--- config.mk ---
export PLATFORM = sky130hd
export DESIGN_NAME = pic_inta_sequencer
export DESIGN_NICKNAME = d
export VERILOG_FILES = /design/src/rtl/pic_pkg.sv /design/src/rtl/pic_priority_resolver.sv /design/src/rtl/pic_inta_sequencer.sv
export SDC_FILE = /design/constraint.sdc
export NUM_CORES = 1
export LEC_CHECK = 0
export CAP_MARGIN = 10
export CORE_ASPECT_RATIO = 1.25
export CORE_MARGIN = 3
export CORE_UTILIZATION = 64
export CTS_BUF_LIST = sky130_fd_sc_hd__clkbuf_4 sky130_fd_sc_hd__clkbuf_8 sky130_fd_sc_hd__clkbuf_16
export DETAILED_ROUTE_END_ITERATION = 6
export DONT_BUFFER_PORTS = 1
export PLACE_DENSITY = 0.9
export SYNTH_ARGS = -nofsm -noshare
export SYNTH_HDL_FRONTEND = slang
export SYNTH_HIERARCHICAL = 1
export SYNTH_SLANG_ARGS = --single-unit
--- constraint.sdc ---
create_clock -name clk -period 3.25 [get_ports clk]
set_input_delay 0.975 -clock clk [delete_from_list [all_inputs] [get_ports clk]]
set_output_delay 0.975 -clock clk [all_outputs]
set_load 0.05 [all_outputs]
--- src/rtl/pic_pkg.sv ---
`default_nettype none
// ============================================================================
//  Module   : pic_pkg
//  Purpose  : Shared types, constants and bit helpers for the 8259 PIC blocks
//  Revision : 1.0 - initial release
// ============================================================================
package pic_pkg;

    typedef enum logic [1:0] {
        ST_IDLE = 2'd0,
        ST_ACK1 = 2'd1,
        ST_ACK2 = 2'd2,
        ST_ACK3 = 2'd3
    } inta_state_t;

    localparam logic [7:0] CALL_OPCODE    = 8'hCD;
    localparam logic [7:0] SPURIOUS_LEVEL = 8'h80;

    function automatic logic [7:0] rotate_right(input logic [7:0] value, input logic [2:0] amount);
        logic [15:0] w_wide;
        w_wide = {value, value} >> amount;
        return w_wide[7:0];
    endfunction

    function automatic logic [7:0] rotate_left(input logic [7:0] value, input logic [2:0] amount);
        logic [15:0] w_wide;
        w_wide = {value, value} << amount;
        return w_wide[15:8];
    endfunction

    function automatic logic [7:0] isolate_lowest(input logic [7:0] value);
        return value & (~value + 8'd1);
    endfunction

    function automatic logic [2:0] onehot_to_index(input logic [7:0] value);
        logic [2:0] w_index;
        w_index = 3'd0;
        for (int i = 0; i < 8; i++) begin
            if (value[i]) w_index = i[2:0];
        end
        return w_index;
    endfunction

endpackage
`default_nettype wire

--- src/rtl/pic_priority_resolver.sv ---
`default_nettype none
// ============================================================================
//  Module   : pic_priority_resolver
//  Purpose  : Picks the highest-priority unmasked request and checks it
//             against the level currently in service (rotating priority)
//  Revision : 1.0 - initial release
// ============================================================================
module pic_priority_resolver
    import pic_pkg::*;
(
    input  logic [7:0] candidates,
    input  logic [7:0] in_service,
    input  logic [2:0] priority_rotate,
    output logic [7:0] winner,
    output logic       valid
);

    logic [2:0] w_shift;
    logic [7:0] w_cand_rot;
    logic [7:0] w_cand_low;
    logic [7:0] w_isr_rot;
    logic [7:0] w_isr_low;
    logic [7:0] w_higher_mask;

    // After rotating by rotate+1, bit 0 is the highest-priority level.
    assign w_shift    = priority_rotate + 3'd1;
    assign w_cand_rot = rotate_right(candidates, w_shift);
    assign w_cand_low = isolate_lowest(w_cand_rot);
    assign w_isr_rot  = rotate_right(in_service, w_shift);
    assign w_isr_low  = isolate_lowest(w_isr_rot);

    // Bits strictly below the in-service bit are the levels allowed to nest.
    assign w_higher_mask = (w_isr_low == 8'h00) ? 8'hFF : (w_isr_low - 8'd1);

    assign valid  = |(w_cand_low & w_higher_mask);
    assign winner = valid ? rotate_left(w_cand_low, w_shift) : 8'h00;

endmodule
`default_nettype wire

--- src/rtl/pic_inta_sequencer.sv ---
`default_nettype none
// ============================================================================
//  Module   : pic_inta_sequencer
//  Purpose  : IRR capture, priority resolution, INT generation and the
//             8086 / MCS-80 INTA pulse sequence with vector byte output
//  Revision : 1.0 - initial release
// ============================================================================
module pic_inta_sequencer
    import pic_pkg::*;
#(
    parameter int SYNC_STAGES = 2
) (
    input  logic        clk,
    input  logic        rst_n,
    input  logic [7:0]  interrupt_request_pin,
    input  logic        inta_n,
    input  logic        level_or_edge_triggered_config,
    input  logic        u8086_or_mcs80_config,
    input  logic        auto_eoi_config,
    input  logic [7:0]  interrupt_mask,
    input  logic [2:0]  priority_rotate,
    input  logic [7:0]  highest_level_in_service,
    input  logic [10:0] interrupt_vector_address,
    output logic        interrupt_to_cpu,
    output logic [7:0]  interrupt,
    output logic        latch_in_service,
    output logic [7:0]  end_of_interrupt,
    output logic [7:0]  interrupt_request_register,
    output logic [7:0]  data_bus_out,
    output logic        data_bus_out_enable
);

    logic [SYNC_STAGES-1:0][7:0] r_irq_sync;
    logic [SYNC_STAGES-1:0]      r_inta_sync;
    logic                        r_inta_d;
    logic [7:0]                  r_irq_prev;
    logic [7:0]                  r_irr;
    inta_state_t                 r_state;
    logic                        r_int;
    logic [7:0]                  r_interrupt;
    logic                        r_latch;
    logic [7:0]                  r_eoi;
    logic                        r_real_ack;
    logic                        r_mode_8086;

    logic [7:0] w_irq_s;
    logic       w_inta_s;
    logic       w_inta_fall;
    logic       w_inta_rise;
    logic       w_freeze;
    logic [7:0] w_winner;
    logic       w_valid;
    logic [7:0] w_ack_clear;
    logic [7:0] w_irr_next;
    logic [2:0] w_lvl;
    logic [7:0] w_dbo;
    logic       w_dbo_en;

    assign w_irq_s     = r_irq_sync[SYNC_STAGES-1];
    assign w_inta_s    = r_inta_sync[SYNC_STAGES-1];
    assign w_inta_fall = r_inta_d & ~w_inta_s;
    assign w_inta_rise = ~r_inta_d & w_inta_s;
    assign w_freeze    = (r_state == ST_IDLE) && w_inta_fall;

    always_ff @(posedge clk or negedge rst_n) begin
        if (!rst_n) begin
            r_irq_sync  <= '0;
            r_inta_sync <= '1;
            r_inta_d    <= 1'b1;
            r_irq_prev  <= 8'h00;
        end else begin
            r_irq_sync  <= {r_irq_sync[SYNC_STAGES-2:0], interrupt_request_pin};
            r_inta_sync <= {r_inta_sync[SYNC_STAGES-2:0], inta_n};
            r_inta_d    <= w_inta_s;
            r_irq_prev  <= w_irq_s;
        end
    end

    pic_priority_resolver u_resolver (
        .candidates      (r_irr & ~interrupt_mask),
        .in_service      (highest_level_in_service),
        .priority_rotate (priority_rotate),
        .winner          (w_winner),
        .valid           (w_valid)
    );

    // Acknowledge clear wins over a simultaneous set.
    assign w_ack_clear = w_freeze ? w_winner : 8'h00;
    assign w_irr_next  = level_or_edge_triggered_config ? w_irq_s
                       : ((r_irr | (w_irq_s & ~r_irq_prev)) & w_irq_s);

    always_ff @(posedge clk or negedge rst_n) begin
        if (!rst_n) begin
            r_irr <= 8'h00;
        end else begin
            r_irr <= w_irr_next & ~w_ack_clear;
        end
    end

    always_ff @(posedge clk or negedge rst_n) begin
        if (!rst_n) begin
            r_state     <= ST_IDLE;
            r_int       <= 1'b0;
            r_interrupt <= 8'h00;
            r_latch     <= 1'b0;
            r_eoi       <= 8'h00;
            r_real_ack  <= 1'b0;
            r_mode_8086 <= 1'b0;
        end else begin
            r_int   <= 1'b0;
            r_latch <= 1'b0;
            r_eoi   <= 8'h00;
            case (r_state)
                ST_IDLE: begin
                    r_int <= w_valid & ~w_inta_fall;
                    if (w_inta_fall) begin
                        r_interrupt <= w_valid ? w_winner : SPURIOUS_LEVEL;
                        r_latch     <= w_valid;
                        r_real_ack  <= w_valid;
                        r_mode_8086 <= u8086_or_mcs80_config;
                        r_state     <= ST_ACK1;
                    end
                end
                ST_ACK1: begin
                    if (w_inta_fall) r_state <= ST_ACK2;
                end
                ST_ACK2: begin
                    if (r_mode_8086 && w_inta_rise) begin
                        r_state <= ST_IDLE;
                        if (auto_eoi_config && r_real_ack) r_eoi <= r_interrupt;
                    end else if (!r_mode_8086 && w_inta_fall) begin
                        r_state <= ST_ACK3;
                    end
                end
                ST_ACK3: begin
                    if (w_inta_rise) begin
                        r_state <= ST_IDLE;
                        if (auto_eoi_config && r_real_ack) r_eoi <= r_interrupt;
                    end
                end
                default: r_state <= ST_IDLE;
            endcase
        end
    end

    assign w_lvl = onehot_to_index(r_interrupt);

    always_comb begin
        w_dbo    = 8'h00;
        w_dbo_en = 1'b0;
        if (!w_inta_s) begin
            case (r_state)
                ST_ACK1: begin
                    if (!r_mode_8086) begin
                        w_dbo_en = 1'b1;
                        w_dbo    = CALL_OPCODE;
                    end
                end
                ST_ACK2: begin
                    w_dbo_en = 1'b1;
                    w_dbo    = r_mode_8086 ? {interrupt_vector_address[10:6], w_lvl}
                                           : {interrupt_vector_address[2:0], w_lvl, 2'b00};
                end
                ST_ACK3: begin
                    if (!r_mode_8086) begin
                        w_dbo_en = 1'b1;
                        w_dbo    = interrupt_vector_address[10:3];
                    end
                end
                default: begin
                    w_dbo    = 8'h00;
                    w_dbo_en = 1'b0;
                end
            endcase
        end
    end

    assign interrupt_to_cpu           = r_int;
    assign interrupt                  = r_interrupt;
    assign latch_in_service           = r_latch;
    assign end_of_interrupt           = r_eoi;
    assign interrupt_request_register = r_irr;
    assign data_bus_out               = w_dbo;
    assign data_bus_out_enable        = w_dbo_en;

endmodule
`default_nettype wire

==> metrics.md <==
| Metric | Value |
|---|---|
| Max Root-Sink Buffers | `2` |
| Tcrit/Tclk final | `111%` |
| Max VDD drop | `0.771 mV` |
| Final worst slack | `-0.349 ns` |
| Drt first-iter violations | `723` |
| Failing checks | `DRC, setup timing` |
| Vias | `4,014` |
| Post-layout min period | `3.60 ns` |
| Startpoint types | `primary input` |
| Share of layout cells above drive strength 1 | `37.8%` |
| Crit path launch | `priority_rotate[1]` |
| CP Capture Type | `flip-flop` |
| WS Path Type | `in -> reg` |
| Port bufs | `0` |
| Number of synthesized flops with an enable pin | `0` |
| Routability cong. | `0.959` |
| Worst Tran Pin Value | `0.638 ns` |
| Synthesized flop and latch total | `57` |
| Post-synthesis cell count | `376` |
| Register-to-Register Setup Slack | `-0.01 ns` |
| Post-Synth Adder-Cell Area | `0.355%` |
| Leak Pwr | `0.00208 uW` |
| FMAX | `278 MHz` |
| Commonest non-fill, non-tap cells in the layout | `buf_4 (87), dfrtp_1 (54), nand2_1 (50), nor2_1 (29), a21oi_1 (24)` |
| First-pass GRT wire length | `18,400 um` |
| CTS tree | `done` |
| Top FF cell, synth | `dfrtp_1` |
| # setup viols final | `19` |
| Syn. warnings | `6` |
| DRC viols | `29` |
| Crit path DAT | `3.88 ns` |
| Nets | `506` |
| Critical Path End | `interrupt[4]$_DFFE_PN0P_` |
| Post-synthesis compound-gate area fraction | `17.8%` |
| Die H | `89.0 um` |
| CTS Buf Count | `9` |
| Area growth syn-to-layout | `34.9%` |
| IO Count | `79` |
| Mux cell area share after synthesis | `12.7%` |
| Ant diodes | `0` |
| Core Region | `5190 um2` |
| Setup tns final | `-4.17 ns` |
| Drt first pass iters | `7` |
| Die ar. | `6440 um2` |
| Worst hold path type | `in -> async` |
| Critical R2R Launch | `interrupt_request_register[6]$_DFF_PN0_` |
| HPWL after detailed placement | `7300 um` |
| Most common cell after layout, fill and taps aside | `buf_4` |
| Final Core Density | `91.6%` |
| Asr flop ratio synth | `100%` |
| Fin. max-slew vios | `0` |
| Vias in the first global route | `3,691` |
| Pin count of the biggest net entering global routing | `58` |
| Status | `finished, violations left` |
| WL/cell | `28.1 um` |
| Max cap viols | `0` |
| Sequential fraction of the synthesis area | `40.6%` |
| Average vias per placed instance | `7.60` |
| Worst-case reg-to-reg path depth | `12` |
| Row count | `29` |
| Die X | `72.4 um` |
| H-tree depth | `3` |
| CTS clk-pin slew, worst paths | `0.07 ns` |
| Syn Nets | `421` |
| Layout Skew | `0.0123 ns` |
| Critical Path RT | `3.53 ns` |
| Post-Synth XOR/XNOR Area | `0.923%` |
| TritonCTS Sinks | `57` |
| Drt total wl | `14,900 um` |
| Unique masters post-synth | `62` |
| Antenna Nets Post-Route | `0` |
| Mapped Avg Cell Area | `9.37 um2` |
| Effective utilization at floorplan | `67.9%` |
| Unrepaired setup endpoints after global routing | `yes` |
| Power per cell area | `664 nW/um2` |
| Simple logic cell fraction of the synthesized area | `22.3%` |
| Skew-Pair Late Insertion Delay | `0.34 ns` |
| Hold Vio Cnt, Final | `0` |
| CP Max Fanout | `6` |
| R2r endpoint | `interrupt[4]$_DFFE_PN0P_` |
| GR Overflow Total | `0` |
| Clk root buf | `clkbuf_8` |
| Slew HR | `57.5%` |
| Total GRT Usage | `38.1%` |
| Initial antenna violation count | `1` |
| Synthesized area | `3520 um2` |
| Largest family of logic cells by synthesized area | `simple AND/OR/NAND/NOR gates` |
| Hold_buf cts | `0` |
synthesized netlist by cell type, drive strengths merged (4+ instances only):
library cell / instances / area, um2
and3: 4 / 25.0
a21oi: 25 / 125
nor2b: 9 / 56.3
nand3: 21 / 110
dfrtp: 54 / 1350
mux4: 6 / 135
mux2: 8 / 90.1
a211oi: 12 / 113
nand2: 50 / 188
a31oi: 6 / 37.5
o31ai: 5 / 37.5
nor2: 29 / 109
inv: 15 / 56.3
o22ai: 4 / 25.0
nand4: 4 / 25.0
o32a: 5 / 50.1
or3: 8 / 50.1
and2: 7 / 43.8
clkbuf: 9 / 33.8
mux2i: 21 / 223
o21ai: 7 / 35.0
nand2b: 8 / 50.1
buf: 12 / 96.3
nor3: 7 / 40.0
layer usage:
layer	vias up	GRT usage (%)	routed length (um)	share of wire [%]
li1	1547	-	-	-
met1	1860	41.7	4380	29
met2	434	67.8	6880	46
met3	171	7.76	1890	13
met4	2	22.7	1690	11
met5	-	0	13	0.088
cell families after synthesis:
| family | after synthesis |
|---|---|
| AOI/OAI and AO/OA | 87 |
| muxes | 35 |
| and+or+nand+nor | 158 |
| adders and majority gates | 1 |
| DFF | 57 |
| buffers and inverters | 36 |
| xor gates and xnor gates | 2 |
how the worst min path moves through the flow:
stage / start / endpoint / slack [ns]
after CTS: rst_n / interrupt_request_register[6]$_DFF_PN0_ / 0.33
final: rst_n / end_of_interrupt[1]$_DFF_PN0_ / 0.32
after global placement: r_irq_sync[6]$_DFF_PN0_ / w_irq_s[6]$_DFF_PN0_ / 0.33
after global routing: rst_n / end_of_interrupt[1]$_DFF_PN0_ / 0.31
after detailed placement: r_irq_sync[7]$_DFF_PN0_ / w_irq_s[7]$_DFF_PN0_ / 0.34
after floorplan: r_irq_sync[0]$_DFF_PN0_ / w_irq_s[0]$_DFF_PN0_ / 0.33
per-stage QoR:
step | total power [uW] | hold WS (ns) | std cells | area [um2] | worst slack, ns
floorplan | 1830 | 0.331 | 376 | 3590 | -0.231
global placement | 2130 | 0.332 | 493 | 4100 | -0.562
detailed placement | 2170 | 0.337 | 493 | 4100 | -0.595
CTS | 2930 | 0.326 | 512 | 4400 | -0.0242
global route | 3250 | 0.315 | 528 | 4750 | -0.441
finish | 3150 | 0.323 | 528 | 4750 | -0.349
report_power, final:
| part | internal [uW] | switching, uW | total [uW] |
|---|---|---|---|
| registers | 797 | 226 | 1020 |
| clock network | 400 | 310 | 710 |
| logic | 524 | 897 | 1420 |
registers in the layout, indices dropped and copies added (netlist names), 2 cells and up:
name	count
r_irq_prev	8
interrupt	8
w_irq_s	8
r_inta_sync	2
r_state	2
end_of_interrupt	8
r_irq_sync	8
interrupt_request_register	8
critical path, cell delays in order:
cell      delay, ns
ha_4           0.26
buf_8          0.15
buf_8          0.13
or3_4          0.39
o31ai_4        0.13
mux4_2         0.45
nand3_2        0.11
buf_6          0.14
nor3_4         0.27
a211oi_4       0.14
buf_4          0.17
a211oi_4       0.27
nand3_1        0.16
nand2_1        0.10
final cells by class:
cell class / count / area [um2]
clock buffer: 11 / 151
sequential: 57 / 1430
fill: 176 / 434
multi-input combinational: 284 / 2220
timing repair buffer: 94 / 753
clock inverter: 5 / 62.6
inverter: 15 / 56.3
tap: 62 / 77.6
repair_timing:
item,in CTS,in global routing
pin swaps,6,19
setup endpoints to repair,12,19
resized for setup,13,41
gates cloned,1,1
buffers inserted,2,15
Power figures use the tool's default switching activity.
